`config.mk`:
```
export PLATFORM = sky130hd
export DESIGN_NAME = uart_frame_ctrl_flat
export DESIGN_NICKNAME = d
export VERILOG_FILES = /design/src/rtl/uart_frame_ctrl_if.sv /design/src/rtl/uart_frame_ctrl.sv /design/src/flat_wrapper.sv
export SDC_FILE = /design/constraint.sdc
export NUM_CORES = 1
export LEC_CHECK = 0
export ABC_AREA = 1
export CAP_MARGIN = 15
export CORE_ASPECT_RATIO = 1.4
export CORE_MARGIN = 2
export CORE_UTILIZATION = 35
export DETAILED_ROUTE_END_ITERATION = 6
export PLACE_DENSITY = 0.62
export SLEW_MARGIN = 20
export SYNTH_ARGS = -nofsm -noshare
export SYNTH_HDL_FRONTEND = slang
export SYNTH_SLANG_ARGS = --single-unit
```
`constraint.sdc`:
```
create_clock -name clk -period 2.96 [get_ports clk]
set_input_delay 0.444 -clock clk [delete_from_list [all_inputs] [get_ports clk]]
set_output_delay 0.444 -clock clk [all_outputs]
set_load 0.005 [all_outputs]
```
`src/rtl/uart_frame_ctrl_if.sv`:
```
// UART byte-level handshake bundle between the frame controller and the rx/tx cores.
// slave = frame controller side, master = UART core side.
interface uart_frame_ctrl_if;
    logic       rxDone;
    logic [7:0] rxData;
    logic       rxErr;
    logic       txStart;
    logic [7:0] txData;
    logic       txBusy;
    logic       txDone;

    modport master (
        output rxDone, rxData, rxErr, txBusy, txDone,
        input  txStart, txData
    );

    modport slave (
        input  rxDone, rxData, rxErr, txBusy, txDone,
        output txStart, txData
    );
endinterface

```
`src/rtl/uart_frame_ctrl.sv`:
```
// Frame controller: UART request frames -> 16x8 register bank access -> response frames.
// Optional feature macro: UART_FRAME_CHECKSUM_EN (adds CSUM byte to request and response).
module uart_frame_ctrl #(
    parameter int unsigned CLOCK_RATE = 100000000,
    parameter int unsigned TIMEOUT_US = 2000
) (
    input  logic             clk,
    input  logic             rstN,
    uart_frame_ctrl_if.slave uart,
    output logic [7:0]       ctrlOut,
    input  logic [7:0]       statusIn,
    output logic [7:0]       errCnt,
    output logic             busy
);

    localparam logic [31:0] TIMEOUT_CYC = 32'((CLOCK_RATE / 32'd1000000) * TIMEOUT_US);
`ifdef UART_FRAME_CHECKSUM_EN
    localparam logic [2:0] LAST_IDX = 3'd4;
`else
    localparam logic [2:0] LAST_IDX = 3'd3;
`endif

    typedef enum logic [3:0] {
        S_IDLE, S_CMD, S_ADDR, S_DATA, S_CSUM, S_EXEC,
        S_TX_LOAD, S_TX_WAIT_BUSY, S_TX_WAIT_DONE
    } state_t;

    state_t      state;
    logic [1:0]  rx_done_s, rx_err_s, tx_busy_s, tx_done_s;
    logic        rx_done_d, rx_err_d, tx_done_d;
    logic        byte_stb, err_stb, done_stb;
    logic [7:0]  rx_byte;
    logic [31:0] tmo_cnt;
    logic [7:0]  cmd, addr, data;
`ifdef UART_FRAME_CHECKSUM_EN
    logic [7:0]  csum;
`endif
    logic [7:0]  regs [16];
    logic [7:0]  resp_status, resp_data;
    logic [2:0]  tx_idx;
    logic        csum_bad;
    logic [7:0]  status, rdata;

    function automatic logic [7:0] resp_byte(input logic [2:0] idx, input logic [7:0] st,
                                             input logic [7:0] ad, input logic [7:0] dt);
        case (idx)
            3'd0:    resp_byte = 8'h5A;
            3'd1:    resp_byte = st;
            3'd2:    resp_byte = ad;
            3'd3:    resp_byte = dt;
            default: resp_byte = st ^ ad ^ dt;
        endcase
    endfunction

    // Request decode: status priority csum > cmd > addr, data is zero on any error
    always_comb begin
        status = 8'h00;
        rdata  = 8'h00;
`ifdef UART_FRAME_CHECKSUM_EN
        csum_bad = (csum != (cmd ^ addr ^ data));
`else
        csum_bad = 1'b0;
`endif
        if (csum_bad)
            status = 8'h03;
        else if (cmd != 8'h01 && cmd != 8'h02)
            status = 8'h01;
        else if (addr[7:4] != 4'h0 || (cmd == 8'h01 && addr == 8'h0F))
            status = 8'h02;

        if (status != 8'h00)
            rdata = 8'h00;
        else if (cmd == 8'h01)
            rdata = data;
        else if (addr[3:0] == 4'hF)
            rdata = statusIn;
        else
            rdata = regs[addr[3:0]];
    end

    assign ctrlOut = regs[0];

    always_ff @(posedge clk) begin
        if (!rstN) begin
            state        <= S_IDLE;
            rx_done_s    <= 2'b00;
            rx_err_s     <= 2'b00;
            tx_busy_s    <= 2'b00;
            tx_done_s    <= 2'b00;
            rx_done_d    <= 1'b0;
            rx_err_d     <= 1'b0;
            tx_done_d    <= 1'b0;
            byte_stb     <= 1'b0;
            err_stb      <= 1'b0;
            done_stb     <= 1'b0;
            rx_byte      <= 8'h00;
            tmo_cnt      <= 32'd0;
            cmd          <= 8'h00;
            addr         <= 8'h00;
            data         <= 8'h00;
`ifdef UART_FRAME_CHECKSUM_EN
            csum         <= 8'h00;
`endif
            for (int i = 0; i < 16; i++) regs[i] <= 8'h00;
            resp_status  <= 8'h00;
            resp_data    <= 8'h00;
            tx_idx       <= 3'd0;
            uart.txStart <= 1'b0;
            uart.txData  <= 8'h00;
            errCnt       <= 8'h00;
            busy         <= 1'b0;
        end else begin
            // Two-flop synchronisers followed by a registered rising-edge strobe
            rx_done_s <= {rx_done_s[0], uart.rxDone};
            rx_err_s  <= {rx_err_s[0], uart.rxErr};
            tx_busy_s <= {tx_busy_s[0], uart.txBusy};
            tx_done_s <= {tx_done_s[0], uart.txDone};
            rx_done_d <= rx_done_s[1];
            rx_err_d  <= rx_err_s[1];
            tx_done_d <= tx_done_s[1];
            byte_stb  <= rx_done_s[1] & ~rx_done_d;
            err_stb   <= rx_err_s[1] & ~rx_err_d;
            done_stb  <= tx_done_s[1] & ~tx_done_d;
            if (rx_done_s[1] && !rx_done_d) rx_byte <= uart.rxData;

            case (state)
                S_IDLE: begin
                    tmo_cnt <= 32'd0;
                    if (byte_stb && rx_byte == 8'hA5) begin
                        state <= S_CMD;
                        busy  <= 1'b1;
                    end
                end
                S_CMD, S_ADDR, S_DATA, S_CSUM: begin
                    // Error edge beats a byte; a byte beats the timeout
                    if (err_stb || (!byte_stb && tmo_cnt >= TIMEOUT_CYC)) begin
                        state   <= S_IDLE;
                        busy    <= 1'b0;
                        tmo_cnt <= 32'd0;
                        if (errCnt != 8'hFF) errCnt <= errCnt + 8'd1;
                    end else if (byte_stb) begin
                        tmo_cnt <= 32'd0;
                        case (state)
                            S_CMD:  begin cmd  <= rx_byte; state <= S_ADDR; end
                            S_ADDR: begin addr <= rx_byte; state <= S_DATA; end
`ifdef UART_FRAME_CHECKSUM_EN
                            S_DATA: begin data <= rx_byte; state <= S_CSUM; end
                            default: begin csum <= rx_byte; state <= S_EXEC; end
`else
                            default: begin data <= rx_byte; state <= S_EXEC; end
`endif
                        endcase
                    end else begin
                        tmo_cnt <= tmo_cnt + 32'd1;
                    end
                end
                S_EXEC: begin
                    if (status == 8'h00 && cmd == 8'h01) regs[addr[3:0]] <= data;
                    resp_status  <= status;
                    resp_data    <= rdata;
                    tx_idx       <= 3'd0;
                    uart.txData  <= 8'h5A;
                    uart.txStart <= 1'b1;
                    state        <= S_TX_LOAD;
                end
                S_TX_LOAD: state <= S_TX_WAIT_BUSY;
                S_TX_WAIT_BUSY: begin
                    if (tx_busy_s[1]) begin
                        uart.txStart <= 1'b0;
                        state        <= S_TX_WAIT_DONE;
                    end
                end
                S_TX_WAIT_DONE: begin
                    if (done_stb) begin
                        if (tx_idx == LAST_IDX) begin
                            state <= S_IDLE;
                            busy  <= 1'b0;
                        end else begin
                            tx_idx       <= tx_idx + 3'd1;
                            uart.txData  <= resp_byte(tx_idx + 3'd1, resp_status, addr, resp_data);
                            uart.txStart <= 1'b1;
                            state        <= S_TX_LOAD;
                        end
                    end
                end
                default: begin
                    state <= S_IDLE;
                    busy  <= 1'b0;
                end
            endcase
        end
    end

endmodule
```
`src/flat_wrapper.sv`:
```
// flat-port wrapper written by rule: the top's interface ports become plain ports
module uart_frame_ctrl_flat 
#(
    parameter int unsigned CLOCK_RATE = 100000000,
    parameter int unsigned TIMEOUT_US = 2000
)
  (clk, rstN, ctrlOut, statusIn, errCnt, busy, uart_rxDone, uart_rxData, uart_rxErr, uart_txBusy, uart_txDone, uart_txStart, uart_txData);
  uart_frame_ctrl_if uart_i ();
  input  logic clk;
  input  logic rstN;
  output logic [7:0] ctrlOut;
  input  logic [7:0] statusIn;
  output logic [7:0] errCnt;
  output logic busy;
  input wire logic [$bits(uart_i.rxDone)-1:0] uart_rxDone;
  input wire logic [$bits(uart_i.rxData)-1:0] uart_rxData;
  input wire logic [$bits(uart_i.rxErr)-1:0] uart_rxErr;
  input wire logic [$bits(uart_i.txBusy)-1:0] uart_txBusy;
  input wire logic [$bits(uart_i.txDone)-1:0] uart_txDone;
  output wire logic [$bits(uart_i.txStart)-1:0] uart_txStart;
  output wire logic [$bits(uart_i.txData)-1:0] uart_txData;
  assign uart_i.rxDone = uart_rxDone;
  assign uart_i.rxData = uart_rxData;
  assign uart_i.rxErr = uart_rxErr;
  assign uart_i.txBusy = uart_txBusy;
  assign uart_i.txDone = uart_txDone;
  assign uart_txStart = uart_i.txStart;
  assign uart_txData = uart_i.txData;
  uart_frame_ctrl #(.CLOCK_RATE(CLOCK_RATE), .TIMEOUT_US(TIMEOUT_US)) u_core (.clk(clk), .rstN(rstN), .uart(uart_i), .ctrlOut(ctrlOut), .statusIn(statusIn), .errCnt(errCnt), .busy(busy));
endmodule
```
# After elaboration in Yosys (flattened, before gate mapping)
# Memory sizes are Yosys's and may differ from the RTL's. A register that Yosys moved wholly into a read port is not among the register bits.
# Cells that the tools add are included.
[word_totals] reg_bits=119 latch_bits=0 ram_bits=128 rom_bits=0 inputBits=22 output_inout_bits=26 word_cells=137 memories=1
[mem_list] name="u_core.regs" depth=16 width=8 read_ports=2 rd_clocked_by_memory_dff=1 write_ports=16 line="uart_frame_ctrl.sv:38" text="logic [7:0] regs [16];"
[op_classes] addsub=3 n_mul=0 div=0 n_lt_le_gt_ge=1 n_eq_ne=26 n_shift=0 mux=42 n_bitwise=11 reduce_logical=30
[ops] op="two-way mux 32 bit" n=2
[ops] op="case mux 32 bit (2 select lines)" n=1
[ops] op="two-way mux 8 bit" n=7
[ops] op="adder 32 x 1 -> 32 bit (second input constant)" n=1
[ops] op=">= comparator 32 x 18 -> 1 bit (second input constant)" n=1
[ops] op="two-way mux 4 bit" n=8
[ops] op="case mux 8 bit (4 select lines)" n=1
[ops] op="case mux 4 bit (6 select lines)" n=1
[ops] op="AND reduction 4 bit" n=5
[ops] op="equality test 4 x 3 -> 1 bit (second input constant)" n=4
[ops] op="case mux 8 bit (2 select lines)" n=1
[ops] op="XOR 8 bit" n=2
[ops] op="two-way mux 1 bit" n=13
[ops] op="case mux 3 bit (2 select lines)" n=2
[ops] op="!= test 2 x 1 -> 1 bit (second input constant)" n=5
[ops] op="equality test 3 x 2 -> 1 bit (second input constant)" n=3
[ops] op="two-way mux 3 bit" n=3
[ops] op="adder 8 x 1 -> 8 bit (second input constant)" n=1
[ops] op="equality test 4 x 2 -> 1 bit (second input constant)" n=2
[ops] op="equality test 4 bit (second input constant)" n=2
[ops] op="equality test 8 x 1 -> 1 bit (second input constant)" n=1
[ops] op="equality test 8 x 4 -> 1 bit (second input constant)" n=1
[ops] op="equality test 8 bit (second input constant)" n=1
[ops] op="zero test 8 bit" n=1
[ops] op="other kinds (28)" n=44

# Depth between registers and ports, before layout
[depth] depth_word=13 ltp_mapped=12 mapped_depth_nobuf=12

# Worst setup path after synthesis
# Ideal clock, no wire load.
[synth_path] path_type="input port to flip-flop" from="in rstN" to="mem u_core.regs[0][0], enable pin" setup_time_ps=384 arrival_time_ps=1907 required_ps=2576 slack_ps=669 cell_stages=5 n_path_buf=1 cell_sequence="clkbuf_1 -> clkinv_1 -> nor2_4 -> nand4_4 -> o21ai_0"
[synth_lines] element="from (decl)" line="flat_wrapper.sv:10" text="input logic rstN;"
[synth_lines] element="to (decl)" line="uart_frame_ctrl.sv:38"

==> metrics.md <==
| Metric | Value |
|---|---|
| Status | `complete, no violations` |
| Syn. warnings | `0` |
| Part of the power in the clock network | `0.440` |
| Die ar. | `33,900 um2` |
| Dpl cells | `1,740` |
| Starting Density | `0.353` |
| Cells after Synth | `1,326` |
| Setup Buffers After CTS | `0` |
| #FFs+latches synth | `245` |
| Antenna violations before repair | `0` |
| RSZ-0062 raised after global routing | `false` |
| Hold WC Path Type | `register to register` |
| Number of synthesized flops with an enable pin | `128` |
| CTS H-Tree Depth | `1` |
| Vias | `9,062` |
| Maximum root-to-sink buffer count | `3` |
| Top post-synthesis cells by area | `edfxtp_1, dfxtp_1, nor2_1` |
| Root Buffer | `clkbuf_16` |
| Cell Pwr Density | `551 nW/um2` |
| Die Wd | `156 um` |
| Wirelength per Cell | `16.7 um` |
| Core area | `32,200 um2` |
| Peak Freq | `385 MHz` |
| Yosys top cell by area | `edfxtp_1` |
| Initial DRC Count | `596` |
| Minimum clock period | `2600 ps` |
| ANT cells | `0` |
| Grt ovf | `0` |
| Tcrit/Tclk final | `0.878` |
| Fin. Hold Viols | `0` |
| Leak Pwr | `5.00 nW` |
| Avg Inst Size Synth | `8.57 um2` |
| Crit Path Class | `register to register` |
| Max_slew headroom | `0.297` |
| Clock Latency Late Sink | `530 ps` |
| GRT Total Usage | `0.176` |
| Routed Antenna Nets | `0` |
| Hold-fix buffers at CTS | `0` |
| CTS tree | `done` |
| Sequential area share after synthesis | `0.544` |
| Port Buf Inserts | `47` |
| Most frequent cells in the layout | `nor2_1, nand2_1, edfxtp_1` |
| Switching Share | `0.218` |
| Worst Hold Launch | `u_core.rx_err_d` |
| Startpoint Class | `register` |
| Max Cap Violations | `0` |
| Worst-path maximum fanout | `34` |
| First-pass GRT wire length | `47,100 um` |
| Critical Path End Type | `register` |
| Via density | `5.09` |
| Gpl congestion | `0.877` |
| Post-layout util | `0.405` |
| # nets final | `1,396` |
| Internal power | `5.62 mW` |
| Psw | `1.57 mW` |
| Part of the power in combinational logic | `0.046` |
| Worst Max-Slew Pin Slew | `1040 ps` |
| Height of the chip | `217 um` |
| Pin count of the biggest net entering global routing | `68` |
| Area Growth Syn to Fin | `14.8%` |
| Top-Level Pins | `48` |
| Setup TNS | `0 ps` |
| Post-DP HPWL | `20,700 um` |
| # rows | `78` |
| Number of global-route vias before repair | `9,085` |
| Power share of the sequential group | `0.514` |
| Fill cells | `3,256` |
| Reg-to-reg startpoint | `u_core.addr[1]` |
| Final Slew Violations | `0` |
| Share of layout cells above drive strength 1 | `0.0876` |
| Mapped Area | `11,400 um2` |
| Cell variety after synth | `47` |
| Final wirelength | `29,800 um` |
| Async S/R FF share, synth | `0` |
| Reg-to-reg setup timing slack | `360 ps` |
| Clk sinks | `245` |
| Required @ worst endpoint | `3250 ps` |
| CTS Buf Count | `23` |
| Post-Layout Cell Count | `1,782` |
| Origin of the worst setup path | `u_core.addr[1]` |
| Worst Skew | `16.2 ps` |
| DRC viols | `0` |
| Top cell type's share of synthesized area | `0.338` |
| PostCTS Resize Cnt | `0` |
| Peak supply drop | `0.000469 V` |
| Most common cell after layout, fill and taps aside | `nor2_1` |
| First-pass DRT Iterations | `6` |
| Critical Path AT | `2890 ps` |
| CTS clk-pin slew, worst paths | `70 ps` |
| Endpoints failing setup | `0` |
| Prevailing post-synth register cell | `edfxtp_1` |
-- power by group through the flow --
stage | Clock, mW | Sequential [mW] | Combinational [mW]
4_1_cts | 3.22 | 3.70 | 0.334
6_report | 3.16 | 3.70 | 0.333
3_3_place_gp | 0 | 3.77 | 0.331
3_5_place_dp | 0 | 3.77 | 0.332
5_1_grt | 3.33 | 3.70 | 0.367
2_1_floorplan | 0 | 3.75 | 0.222
-- synthesized netlist by cell type (10+ instances only) --
library cell and count:
edfxtp_1 128, inv_1 88, nor3_2 13, dfxtp_1 117, o21ai_0 87, a21oi_1 67
xor2_1 11, buf_2 12, nand4_1 13, nand2_1 223, nor2_1 267, o211ai_1 10
nand3_1 74, clkbuf_1 42, nor3_1 74
-- sequential cells by signal, summed over array words and instances (netlist names), 8 cells and up, named ones only --
register	flops
u_core.addr	8
u_core.cmd	8
u_core.data	8
u_core.errCnt	8
u_core.regs	128
u_core.resp_data	8
u_core.rx_byte	8
u_core.tmo_cnt	32
u_core.uart.txData	8
-- cells by family after synthesis --
family | count (synthesis) | synth area share
adders and majority gates | 9 | 0.00991
AOI/OAI and AO/OA | 185 | 0.0890
and+or+nand+nor | 709 | 0.287
other | 1 | 0.000330
DFF | 245 | 0.544
xor gates and xnor gates | 12 | 0.00925
buffers and inverters | 165 | 0.0598
-- worst paths after layout --
| check | end | depth (start not counted) |
|---|---|---|
| hold / removal | u_core.err_stb | 1 |
| hold reg to reg | u_core.err_stb | 1 |
| setup / recovery | u_core.regs[2][1] | 9 |
| setup reg to reg | u_core.regs[2][1] | 9 |
-- critical path, stage by stage, from the launching register on --
cell and delay, ps:
dfxtp_1 560, nand2_4 230, nor2_8 220, inv_4 80, o21ai_4 340, nor2_8 80, nand4_4 80, buf_4 360
o21ai_0 170, buf_4 210
-- through the flow --
stage | power (mW) | hold slack, ps | cell area (um2) | setup WS [ps]
after floorplan | 3.97 | 368 | 11400 | 669
after global placement | 4.10 | 378 | 12200 | 389
after detailed placement | 4.10 | 373 | 12200 | 349
after CTS | 7.25 | 390 | 13000 | 333
after global routing | 7.40 | 405 | 13000 | 198
final | 7.19 | 391 | 13000 | 361
-- area by class of cell --
| type | instances | area (um2) | share of cell area |
|---|---|---|---|
| clock buffers | 25 | 583 | 0.0447 |
| clock inverters | 17 | 216 | 0.0166 |
| inverters | 100 | 383 | 0.0293 |
| multi-input cells | 923 | 4530 | 0.347 |
| flip-flops and latches | 245 | 6190 | 0.474 |
| well taps | 400 | 500 | 0.0384 |
| repair buffers | 72 | 653 | 0.0501 |
-- per-layer routing --
metal | track usage | wire length [um] | up-vias
li1 | - | - | 4482
met1 | 0.188 | 11200 | 4258
met2 | 0.335 | 15900 | 224
met3 | 0.0207 | 1240 | 98
met4 | 0.0884 | 1460 | 0
met5 | 0 | 0 | -
(Power assumes the default switching activity.)
